$ cat src/rtl/ppg_pkg.sv
// Shared types and constants for the PPG window statistics stage.
// Holds the FSM encoding, ADC width, tracker reset values and the AC/DC helpers.
package ppg_pkg;

    typedef enum logic [1:0] {
        IDLE    = 2'd0,
        ACCUM   = 2'd1,
        PUBLISH = 2'd2
    } ppg_state_t;

    localparam int ADC_W          = 8;
    localparam int DEFAULT_WINDOW = 500;

    localparam logic [ADC_W-1:0] MIN_INIT = {ADC_W{1'b1}};
    localparam logic [ADC_W-1:0] MAX_INIT = '0;

    function automatic logic [ADC_W-1:0] calc_ac(input logic [ADC_W-1:0] mx,
                                                 input logic [ADC_W-1:0] mn);
        return mx - mn;
    endfunction

    // The sum needs one extra bit so (255 + 255) >> 1 still yields 255.
    function automatic logic [ADC_W-1:0] calc_dc(input logic [ADC_W-1:0] mx,
                                                 input logic [ADC_W-1:0] mn);
        logic [ADC_W:0] sum;
        sum = {1'b0, mx} + {1'b0, mn};
        return sum[ADC_W:1];
    endfunction

endpackage

$ cat src/rtl/ppg_window_stats_if.sv
// Sample stream and result bus between the LED/PGA controller side and the stats stage.
// Master drives samples and enable; slave (the stats stage) drives results and status.
interface ppg_window_stats_if;
    import ppg_pkg::*;

    logic             enable;
    logic             sample_valid;
    logic             sample_is_red;
    logic [ADC_W-1:0] sample;
    logic [ADC_W-1:0] ac_red;
    logic [ADC_W-1:0] dc_red;
    logic [ADC_W-1:0] ac_ir;
    logic [ADC_W-1:0] dc_ir;
    logic             result_valid;
    logic [7:0]       window_count;
    logic             busy;

    modport master (
        output enable, sample_valid, sample_is_red, sample,
        input  ac_red, dc_red, ac_ir, dc_ir, result_valid, window_count, busy
    );

    modport slave (
        input  enable, sample_valid, sample_is_red, sample,
        output ac_red, dc_red, ac_ir, dc_ir, result_valid, window_count, busy
    );

endinterface

$ cat src/rtl/ppg_channel_tracker.sv
// Min/max/count tracker for one PPG channel over a window.
// Clear takes priority over accept so an aborted or published window never leaks samples.
module ppg_channel_tracker
    import ppg_pkg::*;
#(
    parameter int WINDOW = DEFAULT_WINDOW,
    parameter int CNT_W  = 10
) (
    input  logic             CLK,
    input  logic             rst_n,
    input  logic             clear,
    input  logic             accept,
    input  logic [ADC_W-1:0] sample,
    output logic [ADC_W-1:0] min,
    output logic [ADC_W-1:0] max,
    output logic [CNT_W-1:0] count,
    output logic             full
);

    // Non-exclusive compares let the first sample set both min and max.
    always_ff @(posedge CLK or negedge rst_n) begin
        if (!rst_n) begin
            min   <= MIN_INIT;
            max   <= MAX_INIT;
            count <= '0;
        end else if (clear) begin
            min   <= MIN_INIT;
            max   <= MAX_INIT;
            count <= '0;
        end else if (accept) begin
            if (sample <= min) begin
                min <= sample;
            end
            if (sample >= max) begin
                max <= sample;
            end
            count <= count + CNT_W'(1);
        end
    end

    assign full = (count == CNT_W'(WINDOW));

endmodule

$ cat src/rtl/ppg_window_stats.sv
// Per-channel window min/max statistics, publishing AC amplitude and DC level per window.
// Top level owns the FSM, result registers and saturating window counter.
module ppg_window_stats
    import ppg_pkg::*;
#(
    parameter int WINDOW = DEFAULT_WINDOW,
    parameter int CNT_W  = 10
) (
    input  logic                CLK,
    input  logic                rst_n,
    ppg_window_stats_if.slave   bus
);

    ppg_state_t       state;
    logic             tracker_clear;
    logic             accept_red;
    logic             accept_ir;
    logic             red_done;
    logic             ir_done;
    logic             window_done;
    logic [ADC_W-1:0] red_min;
    logic [ADC_W-1:0] red_max;
    logic [ADC_W-1:0] ir_min;
    logic [ADC_W-1:0] ir_max;
    logic [CNT_W-1:0] red_count;
    logic [CNT_W-1:0] ir_count;
    logic             red_full;
    logic             ir_full;

    assign tracker_clear = (state != ACCUM) || !bus.enable;
    assign accept_red    = bus.sample_valid && (state == ACCUM) &&  bus.sample_is_red && !red_full;
    assign accept_ir     = bus.sample_valid && (state == ACCUM) && !bus.sample_is_red && !ir_full;

    // Look one sample ahead: a channel is done if already full or this sample fills it.
    assign red_done    = red_full || (accept_red && (red_count == CNT_W'(WINDOW - 1)));
    assign ir_done     = ir_full  || (accept_ir  && (ir_count  == CNT_W'(WINDOW - 1)));
    assign window_done = (accept_red || accept_ir) && red_done && ir_done;

    ppg_channel_tracker #(.WINDOW(WINDOW), .CNT_W(CNT_W)) u_red (
        .CLK    (CLK),
        .rst_n  (rst_n),
        .clear  (tracker_clear),
        .accept (accept_red),
        .sample (bus.sample),
        .min    (red_min),
        .max    (red_max),
        .count  (red_count),
        .full   (red_full)
    );

    ppg_channel_tracker #(.WINDOW(WINDOW), .CNT_W(CNT_W)) u_ir (
        .CLK    (CLK),
        .rst_n  (rst_n),
        .clear  (tracker_clear),
        .accept (accept_ir),
        .sample (bus.sample),
        .min    (ir_min),
        .max    (ir_max),
        .count  (ir_count),
        .full   (ir_full)
    );

    // Dropping enable wins over everything, including a pending publish.
    always_ff @(posedge CLK or negedge rst_n) begin
        if (!rst_n) begin
            state            <= IDLE;
            bus.ac_red       <= '0;
            bus.dc_red       <= '0;
            bus.ac_ir        <= '0;
            bus.dc_ir        <= '0;
            bus.result_valid <= 1'b0;
            bus.window_count <= '0;
            bus.busy         <= 1'b0;
        end else begin
            bus.result_valid <= 1'b0;
            if (!bus.enable) begin
                state    <= IDLE;
                bus.busy <= 1'b0;
            end else begin
                case (state)
                    IDLE: begin
                        state    <= ACCUM;
                        bus.busy <= 1'b1;
                    end
                    ACCUM: begin
                        bus.busy <= 1'b1;
                        if (window_done) begin
                            state <= PUBLISH;
                        end
                    end
                    PUBLISH: begin
                        state            <= ACCUM;
                        bus.busy         <= 1'b1;
                        bus.ac_red       <= calc_ac(red_max, red_min);
                        bus.dc_red       <= calc_dc(red_max, red_min);
                        bus.ac_ir        <= calc_ac(ir_max, ir_min);
                        bus.dc_ir        <= calc_dc(ir_max, ir_min);
                        bus.result_valid <= 1'b1;
                        if (bus.window_count != 8'hFF) begin
                            bus.window_count <= bus.window_count + 8'd1;
                        end
                    end
                    default: begin
                        state    <= IDLE;
                        bus.busy <= 1'b0;
                    end
                endcase
            end
        end
    end

endmodule

$ cat src/flat_wrapper.sv
// flat-port wrapper written by rule: the top's interface ports become plain ports
module ppg_window_stats_flat import ppg_pkg::*;
#(
    parameter int WINDOW = DEFAULT_WINDOW,
    parameter int CNT_W  = 10
)
  (CLK, rst_n, bus_enable, bus_sample_valid, bus_sample_is_red, bus_sample, bus_ac_red, bus_dc_red, bus_ac_ir, bus_dc_ir, bus_result_valid, bus_window_count, bus_busy);
  ppg_window_stats_if bus_i ();
  input  logic CLK;
  input  logic rst_n;
  input wire logic [$bits(bus_i.enable)-1:0] bus_enable;
  input wire logic [$bits(bus_i.sample_valid)-1:0] bus_sample_valid;
  input wire logic [$bits(bus_i.sample_is_red)-1:0] bus_sample_is_red;
  input wire logic [$bits(bus_i.sample)-1:0] bus_sample;
  output wire logic [$bits(bus_i.ac_red)-1:0] bus_ac_red;
  output wire logic [$bits(bus_i.dc_red)-1:0] bus_dc_red;
  output wire logic [$bits(bus_i.ac_ir)-1:0] bus_ac_ir;
  output wire logic [$bits(bus_i.dc_ir)-1:0] bus_dc_ir;
  output wire logic [$bits(bus_i.result_valid)-1:0] bus_result_valid;
  output wire logic [$bits(bus_i.window_count)-1:0] bus_window_count;
  output wire logic [$bits(bus_i.busy)-1:0] bus_busy;
  assign bus_i.enable = bus_enable;
  assign bus_i.sample_valid = bus_sample_valid;
  assign bus_i.sample_is_red = bus_sample_is_red;
  assign bus_i.sample = bus_sample;
  assign bus_ac_red = bus_i.ac_red;
  assign bus_dc_red = bus_i.dc_red;
  assign bus_ac_ir = bus_i.ac_ir;
  assign bus_dc_ir = bus_i.dc_ir;
  assign bus_result_valid = bus_i.result_valid;
  assign bus_window_count = bus_i.window_count;
  assign bus_busy = bus_i.busy;
  ppg_window_stats #(.WINDOW(WINDOW), .CNT_W(CNT_W)) u_core (.CLK(CLK), .rst_n(rst_n), .bus(bus_i));
endmodule
$ cat config.mk
export PLATFORM = sky130hd
export DESIGN_NAME = ppg_window_stats_flat
export DESIGN_NICKNAME = d
export VERILOG_FILES = /design/src/rtl/ppg_pkg.sv /design/src/rtl/ppg_window_stats_if.sv /design/src/rtl/ppg_channel_tracker.sv /design/src/rtl/ppg_window_stats.sv /design/src/flat_wrapper.sv
export SDC_FILE = /design/constraint.sdc
export NUM_CORES = 1
export LEC_CHECK = 0
export ABC_AREA = 1
export BUFFER_PORTS_ARGS = -buffer_cell sky130_fd_sc_hd__clkbuf_2
export CAP_MARGIN = 20
export CORE_MARGIN = 2
export CORE_UTILIZATION = 61
export DETAILED_ROUTE_END_ITERATION = 7
export PLACE_DENSITY = 0.81
export SYNTH_ARGS = -nofsm -noshare
export SYNTH_HDL_FRONTEND = slang
export SYNTH_HIERARCHICAL = 1
export SYNTH_SLANG_ARGS = --single-unit
export TNS_END_PERCENT = 50
$ cat constraint.sdc
create_clock -name CLK -period 2.3 [get_ports CLK]
set_input_delay 0.23 -clock CLK [delete_from_list [all_inputs] [get_ports CLK]]
set_output_delay 0.23 -clock CLK [all_outputs]
set_load 0.02 [all_outputs]
==> flow_summary.json <==
{
  "vias_per_cell": 5.23,
  "netlist.area_leader.share_pct": 30.3,
  "die_x_um": 108,
  "end_kind": "flip-flop",
  "min_path_cells": 3,
  "dr.pass1.iters": 7,
  "cp_cell_sequence": "inv_1 > ha_1 > nand4_1 > nor3_1 > or2_2 > nor2_4 > nand2_2 > nor3_4 > nand2_2 > nor2_2 > nand3_1 > nand2_1 > nor2_1",
  "relSlewSlack_pct": 53.9,
  "fin_area_um2": 7280,
  "nNetsFinal": 1043,
  "cp.required_ns": 2.56,
  "r2r-end": "u_core/u_ir/count[9]",
  "drive_gt1_share_pct": 12.7,
  "dp_hpwl_mm": 10.2,
  "cts_setup_buffers": 0,
  "cp_common_cell": "nand2_2",
  "setup-violations-final": 0,
  "rsz0062_at_grt": "no",
  "path_class": "reg2reg",
  "portBuffers": 54,
  "synth_edf_count": 0,
  "syn_area_um2": 6610,
  "rows": 38,
  "clockBufferDepth": 2,
  "yosys.area.top_type": "dfrtp_1",
  "start_util_pct": 61.8,
  "cts_root_buffer": "clkbuf_8",
  "dp_slack_ns": 0.167,
  "drcViolationCount": 0,
  "instances_no_fill": 1104,
  "hold_class": "in2reg",
  "cts_tree": "done",
  "regToRegSetupSlack_ns": 0.22,
  "outcome": "finished, final reports clean",
  "wl_per_cell_um": 12.7,
  "grt_pass1_vias": 5417,
  "p_leak_nw": 4.14,
  "place_area_um2": 6990,
  "final_cell_mix": "nand2_1 (287), inv_1 (139), dfrtp_1 (80)",
  "hold_path.startpoint": "bus_enable",
  "synth-seq-area-share_pct": 36.6,
  "postRouteAntennaNets": 0,
  "rr_startpoint": "u_core/u_ir/count[1]",
  "vdd_ir_drop_max_uv": 377,
  "area_growth_pct": 10.1,
  "power_density_nw_per_um2": 590,
  "grt_pass1_wl_mm": 24.0,
  "drt_iter0_drc": 425,
  "yosys-top-cells-area": "dfrtp_1 (30%), nand2_1 (16%), ha_1 (13%), inv_1 (7.9%), dfstp_2 (6.4%)",
  "slew_violations": 0,
  "io_pins": 55,
  "async_reset_ff_share_pct": 100,
  "grt_overflow_total": 0,
  "diodes": 0,
  "critPathMaxStageDelay_ns": 0.45,
  "start_kind": "flip-flop",
  "clkSinkCount": 96,
  "gp_congestion": 0.874,
  "hold_end": "u_core/bus.busy",
  "slowest_stage": "dfrtp_1",
  "use_met1_pct": 34.3,
  "reg2reg_depth": 13,
  "ys_warn_count": 6,
  "htree_levels": 3,
  "syn_nets": 991,
  "synth_cells": 907,
  "use_met2_pct": 41.8,
  "die_area_um2": 11700,
  "synthFlopType": "dfrtp_1",
  "avgSynthCellArea_um2": 7.29,
  "synth-seq-cells": 96,
  "finalCritPeriodShare_pct": 90.6,
  "cts_buffers": 9,
  "clk_pin_slew_ns": 0.09,
  "top_usage_layer": "met2",
  "clock_latency_ns": 0.37,
  "synth_cell_type_count": 35,
  "vias": 5772,
  "critPathMaxFanout": 8,
  "skew_ns": 0.00992,
  "critPathBufInv": 1,
  "worstPathArrival_ns": 2.35,
  "layout_commonest_cell": "nand2_1",
  "globalRouteMet3Util_pct": 3.80,
  "core-area_um2": 10700,
  "grtUsageTotal_pct": 25.4,
  "wl_mm": 14.0,
  "hold_violations": 0,
  "grt_antenna_before_repair": 0,
  "fin_setup_tns_ns": 0,
  "setup_slack_ns": 0.217,
  "die_h_um": 108,
  "grt_max_degree": 72,
  "fmax_ghz": 0.480,
  "dp_cells": 1087,
  "drv_cap": 0,
  "period_needed_ns": 2.08,
  "path_delay_family": "simple AND/OR/NAND/NOR gates",
  "worst_slew_pin_slew_ns": 0.690
}
==> state kept, by name, indices dropped and copies added (netlist names) <==
| signal | flops |
|---|---|
| u_core/u_red/count | 10 |
| u_core/bus.ac_red | 8 |
| u_core/u_ir/count | 10 |
| u_core/u_red/max | 8 |
| u_core/u_red/min | 8 |
| u_core/bus.busy | 1 |
| u_core/state | 2 |
| u_core/bus.result_valid | 1 |
| u_core/bus.ac_ir | 8 |
| u_core/bus.window_count | 8 |
| u_core/bus.dc_red | 8 |
| u_core/bus.dc_ir | 8 |
| u_core/u_ir/min | 8 |
| u_core/u_ir/max | 8 |
==> worst reg2reg max path: stages (launching register included) <==
cell and delay, ns:
dfrtp_1 0.45, inv_1 0.08, ha_1 0.18, nand4_1 0.10, nor3_1 0.07, or2_2 0.30, nor2_4 0.18, nand2_2 0.10
nor3_4 0.16, nand2_2 0.09, nor2_2 0.10, nand3_1 0.07, nand2_1 0.06, nor2_1 0.04
==> report_power, final <==
group | switching (mW) | internal, mW
sequential | 0.0903 | 1.79
clock | 0.601 | 0.863
combinational | 0.614 | 0.337
==> synthesized netlist by cell type, types with 3 or more instances <==
cell     number
xor2_1       14
buf_2        13
o21ai_1      20
nor3_4        3
dfstp_2      16
fa_1          4
nand4_1      11
o21ai_0      13
nand3_1      74
nor2_1       67
nand2_2      15
nor3_1       12
a31oi_1       3
dfrtp_1      80
inv_2         5
nand2_1     287
nor3b_1       3
nor2_2        3
ha_1         67
inv_1       139
a21oi_1      38
==> how the worst max path moves through the flow <==
stage                           endpoint  depth (start not counted)  slack (ns)                  start
floorplan           u_core/u_ir/count[9]                         13        0.36   u_core/u_ir/count[0]
global placement    u_core/u_ir/count[9]                         13        0.22   u_core/u_ir/count[1]
detailed placement  u_core/u_ir/count[9]                         13        0.17   u_core/u_ir/count[1]
CTS                 u_core/u_ir/count[9]                         13        0.16   u_core/u_ir/count[1]
global route         u_core/u_red/max[1]                         12        0.03  u_core/u_red/count[4]
finish              u_core/u_ir/count[9]                         13        0.22   u_core/u_ir/count[1]
==> what timing repair did <==
item / 4_1_cts / 5_1_grt
resized for setup: 0 / 3
hold buffers: 1 / 0
hold endpoints to repair: 21 / 0
setup endpoints to repair: 0 / 27
==> stage by stage <==
stage	utilization [%]	power [mW]	hold slack, ns
detailed placement	65.3	2.84	0.168
floorplan	-	2.59	-0.0656
finish	68.1	4.29	0.176
CTS	67.9	4.32	0.159
global route	68.1	4.56	0.169
global placement	65.3	2.81	0.165
==> cells by family after synthesis <==
| group | after synthesis | synth area share [%] |
|---|---|---|
| and+or+nand+nor | 481 | 31.1 |
| buffers and inverters | 165 | 10.1 |
| DFF | 96 | 36.6 |
| AOI/OAI and AO/OA | 79 | 6.28 |
| adders and majority gates | 71 | 13.9 |
| xor gates and xnor gates | 15 | 1.99 |
==> metal layers <==
metal / routed length [um] / vias up
li1: - / 2935
met1: 6490 / 2648
met2: 6500 / 169
met3: 706 / 20
met4: 284 / 0
met5: 0 / -
==> layout make-up <==
| cell class | count | area [um2] |
|---|---|---|
| Multi-Input combinational cell | 646 | 3530 |
| Clock inverter | 5 | 128 |
| Clock buffer | 11 | 141 |
| Inverter | 146 | 548 |
| Sequential cell | 96 | 2420 |
| Tap cell | 140 | 175 |
| Fill cell | 927 | 3420 |
| Timing Repair Buffer | 60 | 333 |
(Power assumes the default switching activity.)
